<file path="src/rtl/pwm_dac_if.sv">
// Sample/mute bus from the chiptune core to the PWM output stage, plus the
// monitor outputs the stage drives back.
interface pwm_dac_if #(
   parameter int WIDTH = 5
);
   logic signed [WIDTH-1:0] sample;
   logic                    mute;
   logic                    pwm_out;
   logic                    frame_start;
   logic [WIDTH-1:0]        level;
   logic                    ramp_busy;

   modport master (
      output sample,
      output mute,
      input  pwm_out,
      input  frame_start,
      input  level,
      input  ramp_busy
   );

   modport slave (
      input  sample,
      input  mute,
      output pwm_out,
      output frame_start,
      output level,
      output ramp_busy
   );
endinterface

</file>
<file path="src/rtl/pwm_dac.sv">
// Signed sample to 1-bit PWM, one frame per 2**WIDTH clocks, with a per-frame
// 1-LSB level ramp to silence pops at power-up, mute and unmute.
module pwm_dac #(
   parameter int WIDTH = 5
) (
   input logic    clk,
   input logic    rst_n,
   pwm_dac_if.slave bus
);
   typedef enum logic [1:0] {MUTED, RAMP_UP, RUN, RAMP_DOWN} state_t;

   localparam logic [WIDTH-1:0] MID = WIDTH'(1) << (WIDTH - 1);
   localparam logic [WIDTH-1:0] ONE = WIDTH'(1);

   state_t           state;
   logic [WIDTH-1:0] cnt;
   logic [WIDTH-1:0] level;
   logic             ramp_busy;
   logic             boundary;
   logic [WIDTH-1:0] level_up;
   logic [WIDTH-1:0] level_dn;
   logic [WIDTH-1:0] target;

   // Two's complement to offset binary: flipping the MSB maps -16..15 onto 0..31.
   function automatic logic [WIDTH-1:0] to_offset(input logic signed [WIDTH-1:0] s);
      logic [WIDTH-1:0] u;
      u = s;
      u[WIDTH-1] = ~u[WIDTH-1];
      return u;
   endfunction

   always_comb begin
      boundary = (cnt == '1);
      level_up = level + ONE;
      level_dn = level - ONE;
      target   = to_offset(bus.sample);
   end

   // Frame counter and level/state update; inputs only matter on the boundary cycle.
   always_ff @(posedge clk) begin
      if (!rst_n) begin
         cnt       <= '1;
         level     <= '0;
         state     <= MUTED;
         ramp_busy <= 1'b0;
      end else begin
         cnt <= cnt + ONE;
         if (boundary) begin
            case (state)
               MUTED: begin
                  level <= '0;
                  if (!bus.mute) begin
                     state     <= RAMP_UP;
                     ramp_busy <= 1'b1;
                  end else begin
                     ramp_busy <= 1'b0;
                  end
               end
               RAMP_UP: begin
                  if (bus.mute) begin
                     state     <= RAMP_DOWN;
                     ramp_busy <= 1'b1;
                  end else begin
                     level <= level_up;
                     if (level_up == MID) begin
                        state     <= RUN;
                        ramp_busy <= 1'b0;
                     end else begin
                        ramp_busy <= 1'b1;
                     end
                  end
               end
               RUN: begin
                  if (bus.mute) begin
                     state     <= RAMP_DOWN;
                     ramp_busy <= 1'b1;
                  end else begin
                     level     <= target;
                     ramp_busy <= 1'b0;
                  end
               end
               RAMP_DOWN: begin
                  // An unmute here is ignored; the ramp always lands in MUTED first.
                  if (level == '0 || level == ONE) begin
                     level     <= '0;
                     state     <= MUTED;
                     ramp_busy <= 1'b0;
                  end else begin
                     level     <= level_dn;
                     ramp_busy <= 1'b1;
                  end
               end
               default: begin
                  level     <= '0;
                  state     <= MUTED;
                  ramp_busy <= 1'b0;
               end
            endcase
         end
      end
   end

   assign bus.pwm_out     = (cnt < level);
   assign bus.frame_start = (cnt == '0);
   assign bus.level       = level;
   assign bus.ramp_busy   = ramp_busy;
endmodule

</file>
<file path="src/flat_wrapper.sv">
// flat-port wrapper written by rule: the top's interface ports become plain ports
module pwm_dac_flat 
#(
   parameter int WIDTH = 5
)
  (clk, rst_n, bus_sample, bus_mute, bus_pwm_out, bus_frame_start, bus_level, bus_ramp_busy);
  pwm_dac_if #(.WIDTH(WIDTH)) bus_i ();
  input logic clk;
  input logic rst_n;
  input wire logic [$bits(bus_i.sample)-1:0] bus_sample;
  input wire logic [$bits(bus_i.mute)-1:0] bus_mute;
  output wire logic [$bits(bus_i.pwm_out)-1:0] bus_pwm_out;
  output wire logic [$bits(bus_i.frame_start)-1:0] bus_frame_start;
  output wire logic [$bits(bus_i.level)-1:0] bus_level;
  output wire logic [$bits(bus_i.ramp_busy)-1:0] bus_ramp_busy;
  assign bus_i.sample = bus_sample;
  assign bus_i.mute = bus_mute;
  assign bus_pwm_out = bus_i.pwm_out;
  assign bus_frame_start = bus_i.frame_start;
  assign bus_level = bus_i.level;
  assign bus_ramp_busy = bus_i.ramp_busy;
  pwm_dac #(.WIDTH(WIDTH)) u_core (.clk(clk), .rst_n(rst_n), .bus(bus_i));
endmodule
</file>
<file path="config.mk">
export PLATFORM = sky130hd
export DESIGN_NAME = pwm_dac_flat
export DESIGN_NICKNAME = d
export VERILOG_FILES = /design/src/rtl/pwm_dac_if.sv /design/src/rtl/pwm_dac.sv /design/src/flat_wrapper.sv
export SDC_FILE = /design/constraint.sdc
export NUM_CORES = 1
export LEC_CHECK = 0
export BUFFER_PORTS_ARGS = -buffer_cell sky130_fd_sc_hd__buf_2
export CAP_MARGIN = 0
export CORE_ASPECT_RATIO = 1.5
export CORE_UTILIZATION = 45
export CTS_CLUSTER_DIAMETER = 40
export DETAILED_ROUTE_END_ITERATION = 8
export GPL_TIMING_DRIVEN = 0
export PLACE_DENSITY_LB_ADDON = 0.08
export SETUP_SLACK_MARGIN = 0.2
export SLEW_MARGIN = 20
export SYNTH_ARGS = -nofsm -noshare
export SYNTH_HDL_FRONTEND = slang
export SYNTH_SLANG_ARGS = --single-unit
</file>
<file path="constraint.sdc">
create_clock -name clk -period 2.35 [get_ports clk]
set_input_delay 0.47 -clock clk [delete_from_list [all_inputs] [get_ports clk]]
set_output_delay 0.47 -clock clk [all_outputs]
set_load 0.05 [all_outputs]
</file>
# After elaboration in Yosys (flattened, before gate mapping)

Index checks and enable logic that the tools add are counted.

Mux-type cells: 16
Bitwise operators: 1
Reduce and logical (&&, ||, !) cells: 6
$lt $le $gt $ge: 1
Add/sub/neg operators: 3
Equal/unequal tests: 12

Operator list:

| operator                                               | count |
|---|---|
| one-hot mux 5 bit (4 select lines)                     | 1 |
| two-way mux 5 bit                                      | 3 |
| adder 5 x 1 -> 5 bit (second input constant)           | 2 |
| equality test 5 bit (second input constant)            | 2 |
| logical NOT 5 bit                                      | 2 |
| two-way mux 2 bit                                      | 5 |
| inequality test 2 bit (second input constant)          | 4 |
| one-hot mux 2 bit (4 select lines)                     | 1 |
| equality test 5 x 1 -> 1 bit (second input constant)   | 1 |
| less-than comparator 5 bit                             | 1 |
| two-way mux 1 bit                                      | 5 |
| AND reduction 5 bit                                    | 1 |
| subtractor 5 x 1 -> 5 bit (second input constant)      | 1 |
| equality test 2 bit (second input constant)            | 2 |
| one-hot mux 1 bit (4 select lines)                     | 1 |
| inequality test 3 x 2 -> 1 bit (second input constant) | 1 |
| AND reduction 3 bit                                    | 1 |
| equality test 2 x 1 -> 1 bit (second input constant)   | 1 |
| logical NOT 2 bit                                      | 1 |
| inequality test 2 x 1 -> 1 bit (second input constant) | 1 |
| logical OR 1 bit                                       | 1 |
| NOT 1 bit                                              | 1 |

Input bits: 8
Word-level logic and storage cells: 43
Output and inout port bits: 8
Register bits: 13

# Longest topological paths before layout

Gate-level depths: netlist of the first run.

Depth after elaboration: 5
Depth in mapped cells: 8
Depth with buffers taken out: 7

# Least setup slack after synthesis of the first run

No wires, ideal clock.

Path kind: reg-to-output
Start point: register u_core.level[1], in the netlist u_core.bus.level[1]
End point: output port bus_pwm_out
Setup slack: -0.578 ns
Required time: 1.880 ns
Cell stages (with the launch flop): 7
Data arrival time: 2.458 ns
Path buffers: 0
Path through: dfxtp_1 inv_1 ha_1 a21o_1 a21o_1 a21o_1 a21oi_1

Word-level cells in the longest chain between the ends: 1

RTL lines:

| element                    | RTL line           | source |
|---|---|---|
| start: declaration         | pwm_dac.sv:17      | `logic [WIDTH-1:0] level;` |
| start signal: assignment   | pwm_dac.sv:64      | `level <= level_up;` |
| start signal: assignment   | pwm_dac.sv:78      | `level <= target;` |
| start signal: assignment   | pwm_dac.sv:89      | `level <= level_dn;` |
| less-than comparator 5 bit | pwm_dac.sv:103     | `assign bus.pwm_out = (cnt < level);` |
| end: declaration           | flat_wrapper.sv:12 | `output wire logic [$bits(bus_i.pwm_out)-1:0] bus_pwm_out;` |

No other way between the ends.

# Final worst setup path of the first run

Ends and elaborated chain as after synthesis.

==> results.json, run 1 <==
{
  "outcome": "complete, no violations",
  "portBuffers": 15,
  "wl_mm": 2.42,
  "cts_tree": "yes",
  "grt_antenna_before_repair": 0,
  "fmax_mhz": 464,
  "grt_first_pass_wirelength_mm": 4.04,
  "worst_setup_hold_path_clk_slew_ns": 0.09,
  "r2r_start": "u_core.state[1]",
  "synth.cell_area_um2": 1060,
  "maxSlewViolCount": 0,
  "cts_buffers": 3,
  "area_growth_syn_to_layout_pct": 19.2,
  "dp_cells": 159,
  "wl_per_cell_um": 14.5,
  "rsz0062_at_grt": "yes",
  "place_hpwl_mm": 1.72,
  "synth_edf_count": 0,
  "ioPinCount": 16,
  "total_power_mw": 0.655,
  "gp_congestion": 0.785,
  "p_per_area_nw_per_um2": 517,
  "cts_hold_buf": 0,
  "cp_common_cell": "a21o_1",
  "synth-main-ff-cell": "dfxtp_1",
  "cts.htree.levels": 1,
  "reg2reg_to": "u_core.bus.level[2]",
  "critPathTopFamily": "compound AO/OA/AOI/OAI gates",
  "ir_drop_mv": 0.325,
  "initial_core_util_pct": 47.6,
  "worstPathArrival_ns": 1.69,
  "cts_sinks": 13,
  "cp.required_ns": 1.88,
  "fin_crit_ns": 2.16,
  "clock_skew_ns": 0.00718,
  "overflow": 0,
  "rr_worst_depth": 8,
  "worst_pin_slew_ns": 0.568,
  "grt_max_degree": 11,
  "root_buffer": "clkbuf_4",
  "clock_latency_ns": 0.29,
  "cp.depth": 7,
  "cp_cell_sequence": "inv_4, ha_4, a21o_1, a21o_1, a21o_1, a21oi_2, buf_6",
  "globalRouteTotalUtil_pct": 20.6,
  "crit_fanout": 2,
  "postRouteAntennaNets": 0,
  "ys_warn_count": 0,
  "critPathSlowestCell": "dfxtp_4",
  "layout-drive-gt1-share_pct": 25.7,
  "crit_type": "reg2out",
  "firstDrtPassIters": 4,
  "rows": 21,
  "fp.dieH_um": 61.5,
  "dr_total_vias": 930,
  "hold_viol_final": 0,
  "syn-num-nets": 146,
  "crit_path_end": "bus_pwm_out",
  "synth_cell_type_count": 36,
  "synth-seq-cells": 13,
  "route.detailed.drc": 0,
  "grt_pass1_vias": 931,
  "stdcell_count": 167,
  "diodes": 0,
  "async_flop_share_pct": 0,
  "rrSetupSlack_ns": 0.39,
  "setup_violations": 0,
  "die_area_um2": 2560,
  "layout_common_cells": "ha_1 (16), buf_2 (14), nand2_1 (13)",
  "path_buf_inv": 2,
  "cts_buffer_depth": 2,
  "synth_seq_area_share_pct": 24.5,
  "hp-class": "in2reg",
  "core_um2": 2230,
  "maxSlewHeadroom_pct": 62.0,
  "synthesis.instances": 121,
  "fill_cells": 208,
  "num-nets-final": 170,
  "maxCapViolations": 0,
  "setup.worst_path.end_class": "output pin",
  "avgSynthCellArea_um2": 8.78,
  "tns_ns": 0,
  "finalCritPeriodShare_pct": 91.8,
  "crit_start": "u_core.bus.level[1]",
  "dr.first_iter.drc_count": 20,
  "die-width_um": 41.7,
  "vias_per_cell": 5.57,
  "slowest_delay_ns": 0.37,
  "crit_path_start_kind": "flip-flop",
  "p_leak_nw": 0.546,
  "final_core_util_pct": 56.7,
  "layout_commonest_cell": "ha_1"
}
[cells by family (layout without fill, tap and decap cells)]
family / count (synthesis) / after routing / synth area share, %
buffers and inverters: 15 / 38 / 7.07
AO/OA/AOI/OAI: 26 / 26 / 19.3
multiplexers: 2 / 2 / 2.00
flip-flops: 13 / 13 / 24.5
adder cells (fa/ha/maj): 17 / 17 / 20.0
XOR/XNOR: 7 / 7 / 5.77
AND/OR/NAND/NOR: 41 / 41 / 21.3
[through the flow]
stage / instance area [µm²] / setup slack (ns) / hold WS (ns)
floorplan: 1070 / -0.0772 / 0.395
global placement: 1180 / 0.217 / 0.425
detailed placement: 1180 / 0.195 / 0.429
CTS: 1260 / 0.205 / 0.413
global route: 1270 / 0.128 / 0.422
finish: 1270 / 0.193 / 0.425
[cell usage after synthesis (2+ instances only)]
library cell	count	share of area (%)
a32o_1	2	1.9
xnor2_1	5	4.1
nand2_1	13	4.6
nor2b_1	6	3.5
and3_1	2	1.2
nor3_1	2	0.94
a21o_1	3	2.1
buf_6	2	2.1
clkbuf_1	2	0.71
nand2b_1	4	2.4
o21ai_0	6	2.8
o211ai_1	3	2.1
inv_1	10	3.5
dfxtp_1	13	24
nand3_1	4	1.9
xor2_1	2	1.6
nor2_1	2	0.71
nor3b_1	2	1.4
a31oi_1	2	1.2
a22oi_1	3	2.1
nor4b_1	2	1.6
ha_1	17	20
[layout make-up]
| cell class | count | area (µm²) | area share, % |
|---|---|---|---|
| Clock buffer | 4 | 26.3 | 2.08 |
| Inverter | 10 | 40.0 | 3.16 |
| Buffer | 5 | 37.5 | 2.96 |
| Timing Repair Buffer | 19 | 111 | 8.79 |
| Sequential cell | 13 | 270 | 21.3 |
| Tap cell | 23 | 28.8 | 2.27 |
| Multi-Input combinational cell | 93 | 752 | 59.4 |
[state kept, by name, summed over array words and instances, names as in the netlist]
signal / count
u_core.bus.level: 5
u_core.cnt: 5
u_core.state: 2
u_core.bus.ramp_busy: 1
[worst register-to-register path: cells and delay by family, from the launching register on]
| kind | cells | cell delay [ns] |
|---|---|---|
| flip-flops | 1 | 0.40 |
| AND/OR/NAND/NOR | 2 | 0.42 |
| adder cells (fa/ha/maj) | 1 | 0.18 |
| buffers and inverters | 2 | 0.31 |
| AO/OA/AOI/OAI | 3 | 0.57 |
[power breakdown]
part	total [mW]	switching, mW	internal (mW)	leakage, nW
logic	0.238	0.139	0.0982	0.422
clock network	0.149	0.0829	0.0661	0.0150
registers	0.268	0.0258	0.243	0.108
total	0.655	0.248	0.407	0.546
[per-layer routing]
metal / track usage, % / part of all wire (%) / vias up
met3: 3.52 / 3.2 / 5
met5: 0 / 0 / -
li1: - / - / 475
met2: 38.4 / 51 / 17
met4: 9.22 / 1.5 / 0
met1: 22.9 / 44 / 433
[worst min-delay path by stage]
stage | start | endpoint | slack, ns | cells after the start
finish | rst_n | u_core.cnt[4] | 0.42 | 2
global route | rst_n | u_core.cnt[4] | 0.42 | 2
CTS | rst_n | u_core.cnt[1] | 0.41 | 2
detailed placement | u_core.cnt[0] | u_core.cnt[0] | 0.43 | 1
global placement | u_core.cnt[0] | u_core.cnt[0] | 0.42 | 1
floorplan | u_core.cnt[0] | u_core.cnt[0] | 0.40 | 1
[what timing repair did]
action                     in CTS  in global routing
pin swaps                       5                  0
gates resized for setup        10                  1
cloned                          0                  0
setup endpoints to repair       1                  2
setup buffers                   4                  0
No activity file was read; power rests on OpenSTA's default activity.
==> run 2: changes to the inputs <==
--- a/config.mk
+++ b/config.mk
@@ -10,9 +10,10 @@
 export CORE_ASPECT_RATIO = 1.5
 export CORE_UTILIZATION = 45
 export CTS_CLUSTER_DIAMETER = 40
+export CTS_CLUSTER_SIZE = 24
 export DETAILED_ROUTE_END_ITERATION = 8
 export GPL_TIMING_DRIVEN = 0
-export PLACE_DENSITY_LB_ADDON = 0.08
+export PLACE_DENSITY = 0.77
 export SETUP_SLACK_MARGIN = 0.2
 export SLEW_MARGIN = 20
 export SYNTH_ARGS = -nofsm -noshare
==> results.json, run 2 (synthesis results as in run 1) <==
{
  "cp_cell_sequence": "inv_4, ha_4, a21o_1, a21o_1, a21o_1, a21oi_2, buf_6",
  "diodes": 0,
  "grt_antenna_before_repair": 0,
  "cts_hold_buf": 0,
  "p_per_area_nw_per_um2": 513,
  "timing.hold.ws_ns": 0.419,
  "path_buf_inv": 2,
  "globalRouteTotalUtil_pct": 19.5,
  "crit_type": "reg2out",
  "slowest_delay_ns": 0.36,
  "total_power_mw": 0.644,
  "cts_buffer_depth": 2,
  "hold_viol_final": 0,
  "tns_ns": 0,
  "netSwitchingFraction_pct": 37.4,
  "reg_top3": "u_core.bus.level (5), u_core.cnt (5), u_core.state (2)",
  "setup_violations": 0,
  "initial_core_util_pct": 47.6,
  "cts.htree.levels": 1,
  "rsz0062_at_grt": "yes",
  "p_int_mw": 0.403,
  "combPwrFrac_pct": 35.6,
  "wl_per_cell_um": 13.2,
  "critPathTopFamily": "compound AO/OA/AOI/OAI gates",
  "maxSlewHeadroom_pct": 62.1,
  "clkPwrFrac_pct": 22.5,
  "setup_ws_ns": 0.203,
  "rrSetupSlack_ns": 0.43,
  "vias_per_cell": 5.62,
  "fill_cells": 210,
  "fmax_mhz": 466,
  "fp.dieH_um": 61.5,
  "final_core_util_pct": 56.2,
  "ir_drop_mv": 0.325,
  "grt_pass1_vias": 882,
  "cts_tree": "yes",
  "dp_slack_ns": 0.201,
  "regArea_um2": 268,
  "area_growth_syn_to_layout_pct": 18.3,
  "cts_buffers": 3,
  "grt_max_degree": 11,
  "route.detailed.drc": 0,
  "layout_common_cells": "ha_1 (16), buf_2 (14), nand2_1 (13)",
  "dr.first_iter.drc_count": 17,
  "critPathSlowestCell": "dfxtp_4",
  "maxCapViolations": 0,
  "die-width_um": 41.7,
  "cp.required_ns": 1.88,
  "outcome": "complete, no violations",
  "wl_mm": 2.19,
  "crit_fanout": 2,
  "worst_setup_hold_path_clk_slew_ns": 0.09,
  "p_leak_nw": 0.541,
  "dr_total_vias": 933,
  "num-nets-final": 169,
  "firstDrtPassIters": 4,
  "portBuffers": 15,
  "die_area_um2": 2560,
  "worst_pin_slew_ns": 0.567,
  "rows": 21,
  "root_buffer": "clkbuf_4",
  "multi_input_area_um2": 752,
  "cp_common_cell": "a21o_1",
  "place_hpwl_mm": 1.60,
  "core_um2": 2230,
  "hp-class": "in2reg",
  "fin_crit_ns": 2.15,
  "cts_sinks": 13,
  "clock_latency_ns": 0.28,
  "postRouteAntennaNets": 0,
  "worstPathArrival_ns": 1.68,
  "layout_commonest_cell": "ha_1",
  "layout-drive-gt1-share_pct": 25.2,
  "grt_first_pass_wirelength_mm": 3.83,
  "p_switching_mw": 0.241,
  "ioPinCount": 16,
  "gp_congestion": 0.801,
  "crit_path_start_kind": "flip-flop",
  "maxSlewViolCount": 0,
  "setup.worst_path.end_class": "output pin",
  "finalCritPeriodShare_pct": 91.4,
  "clock_skew_ns": 0.00408,
  "pwr-share-seq_pct": 41.8,
  "overflow": 0
}
-- run 2: metal layers --
metal / vias to the layer above / track usage, % / share of wire [%]
li1: 470 / - / -
met1: 431 / 21.7 / 42
met2: 27 / 36.2 / 52
met3: 5 / 2.93 / 4.6
met4: 0 / 9.68 / 1.9
met5: - / 0 / 0
-- run 2: what timing repair did --
action | 4_1_cts | 5_1_grt
setup buffers | 3 | 0
pin swaps | 5 | 0
endpoints found under the setup margin | 1 | 2
cloned | 0 | 0
gates resized for setup | 9 | 1
-- run 2: final timing paths --
check                      start              end  cells past startpoint
max          u_core.bus.level[1]      bus_pwm_out                      7
min                        rst_n    u_core.cnt[4]                      2
max reg2reg      u_core.state[1]  u_core.state[1]                      8
min reg2reg        u_core.cnt[0]    u_core.cnt[0]                      1
-- run 2: area by class of cell --
| class | instances | share of cell area, % |
|---|---|---|
| tap | 23 | 2.29 |
| buffer | 5 | 2.99 |
| sequential | 13 | 21.3 |
| multi-input combinational | 93 | 59.9 |
| clock buffer | 4 | 2.09 |
| inverter | 10 | 3.19 |
| timing repair buffer | 18 | 8.27 |
-- run 2: per-stage QoR --
stage	area [µm²]	cells
detailed placement	1180	159
CTS	1250	166
floorplan	1070	121
global route	1260	166
global placement	1180	159
finish	1260	166
-- run 2: worst reg2reg max path, delay by kind of cell, from the launching register on --
kind	cells	cell delay (ns)
fa+ha+maj	1	0.18
simple gates	2	0.18
buf+inv	2	0.31
compound gates	1	0.41
mux	2	0.32
flops	1	0.41
-- run 2: power groups by stage --
stage / Combinational (mW) / Sequential [mW] / Clock (mW)
floorplan: 0.159 / 0.279 / 0
global placement: 0.211 / 0.273 / 0
detailed placement: 0.219 / 0.274 / 0
CTS: 0.228 / 0.270 / 0.149
global route: 0.260 / 0.273 / 0.156
finish: 0.229 / 0.269 / 0.145
==> run 3: changes to the inputs <==
--- a/config.mk
+++ b/config.mk
@@ -14,6 +14,7 @@
 export DETAILED_ROUTE_END_ITERATION = 8
 export GPL_TIMING_DRIVEN = 0
 export PLACE_DENSITY = 0.77
+export RECOVER_POWER = 25
 export SETUP_SLACK_MARGIN = 0.2
 export SLEW_MARGIN = 20
 export SYNTH_ARGS = -nofsm -noshare
==> results.json, run 3 (synthesis results as in run 1) <==
{
  "fin_area_um2": 1250,
  "grt_antenna_before_repair": 0,
  "rsz0062_at_grt": "yes",
  "portBuffers": 15,
  "gp_congestion": 0.801,
  "crit_fanout": 2,
  "hp-class": "reg2reg",
  "fp.dieH_um": 61.5,
  "layout_common_cells": "ha_1 (16), nand2_1 (13), buf_2 (13)",
  "crit_start": "u_core.bus.level[1]",
  "setup.worst_path.end_class": "output pin",
  "hold_viol_final": 0,
  "wl_met2_mm": 1.14,
  "cts_buffers": 3,
  "outcome": "complete, no violations",
  "rows": 21,
  "grt_pass1_vias": 882,
  "timing.hold.ws_ns": 0.440,
  "reg_top3": "u_core.bus.level (5), u_core.cnt (5), u_core.state (2)",
  "cts_hold_buf": 0,
  "p_per_area_nw_per_um2": 513,
  "cp.required_ns": 1.88,
  "die-width_um": 41.7,
  "route.detailed.drc": 0,
  "dp_cells": 159,
  "clock_skew_ns": 0.00408,
  "core_um2": 2230,
  "min_from": "u_core.cnt[0]",
  "setup_violations": 0,
  "place_hpwl_mm": 1.60,
  "worst_pin_slew_ns": 0.567,
  "initial_core_util_pct": 47.6,
  "fill_cells": 211,
  "postRouteAntennaNets": 0,
  "fmax_mhz": 466,
  "num-nets-final": 169,
  "fin_crit_ns": 2.15,
  "die_area_um2": 2560,
  "r2r_start": "u_core.state[1]",
  "ir_drop_mv": 0.325,
  "maxSlewHeadroom_pct": 62.1,
  "total_power_mw": 0.644,
  "p_leak_nw": 0.538,
  "diodes": 0,
  "cts.htree.levels": 1,
  "crit_type": "reg2out",
  "vias_per_cell": 5.62,
  "globalRouteTotalUtil_pct": 19.5,
  "finalCritPeriodShare_pct": 91.4,
  "dp_slack_ns": 0.201,
  "worst_setup_hold_path_clk_slew_ns": 0.08,
  "firstDrtPassIters": 4,
  "cts_tree": "yes",
  "met3_length_um": 101,
  "worstPathArrival_ns": 1.68,
  "dr_total_vias": 933,
  "layout-drive-gt1-share_pct": 24.5,
  "grt_first_pass_wirelength_mm": 3.83,
  "grt_max_degree": 11,
  "wl_mm": 2.20,
  "setup_ws_ns": 0.203,
  "layout_commonest_cell": "ha_1",
  "tns_ns": 0,
  "stdcell_count": 166,
  "wl_per_cell_um": 13.2,
  "final_core_util_pct": 56.2,
  "root_buffer": "clkbuf_4",
  "cts_sinks": 13,
  "maxSlewViolCount": 0,
  "area_growth_syn_to_layout_pct": 18.1,
  "crit_path_start_kind": "flip-flop",
  "ioPinCount": 16,
  "placed_area_um2": 1180,
  "overflow": 0,
  "highest_layer": "met4",
  "cts_buffer_depth": 2,
  "wl_met1_um": 915,
  "dr.first_iter.drc_count": 17,
  "clock_latency_ns": 0.28,
  "maxCapViolations": 0
}
==> run 3: changes by cell type in the layout (fill, tap and decap cells not counted), sizes merged <==
cell / before / now
buf: 21 / 20
clkbuf: 6 / 7
==> run 3: routing by layer <==
layer | vias to the layer above | track usage [%]
li1 | 470 | -
met1 | 431 | 21.7
met2 | 27 | 36.2
met5 | - | 0
met3 | 5 | 2.93
met4 | 0 | 9.68
==> run 3: final timing paths <==
check / endpoint / slack (ns) / depth (start not counted)
worst max-delay path: bus_pwm_out / 0.20 / 7
worst min-delay path: u_core.cnt[0] / 0.44 / 1
worst max register to register: u_core.state[1] / 0.43 / 8
worst min register to register: u_core.cnt[0] / 0.44 / 1
==> run 3: area by class of cell <==
type | count | area (µm²) | area share, %
Buffer | 5 | 37.5 | 2.99
Clock buffer | 4 | 26.3 | 2.09
Inverter | 10 | 40.0 | 3.19
Multi-Input combinational cell | 93 | 752 | 59.9
Sequential cell | 13 | 268 | 21.3
Tap cell | 23 | 28.8 | 2.29
Timing Repair Buffer | 18 | 103 | 8.18
==> run 3: critical path, cell delays in order (launching register included) <==
cell and delay (ns):
dfxtp_4 0.36, inv_4 0.04, ha_4 0.20, a21o_1 0.17
a21o_1 0.15, a21o_1 0.16, a21oi_2 0.14, buf_6 0.17
==> run 3: where the power goes <==
| group | total, mW | switching (mW) | internal [mW] | leakage, nW |
|---|---|---|---|---|
| sequential | 0.269 | 0.0270 | 0.243 | 0.108 |
| clock | 0.145 | 0.0793 | 0.0659 | 0.0150 |
| combinational | 0.229 | 0.135 | 0.0945 | 0.415 |
| total | 0.644 | 0.241 | 0.403 | 0.538 |
==> run 3: timing repair <==
| item | CTS | global route |
|---|---|---|
| cloned | 0 | 0 |
| buffers inserted | 3 | 0 |
| resized for setup | 9 | 1 |
| setup endpoints to repair | 1 | 2 |
| pin swaps | 5 | 0 |
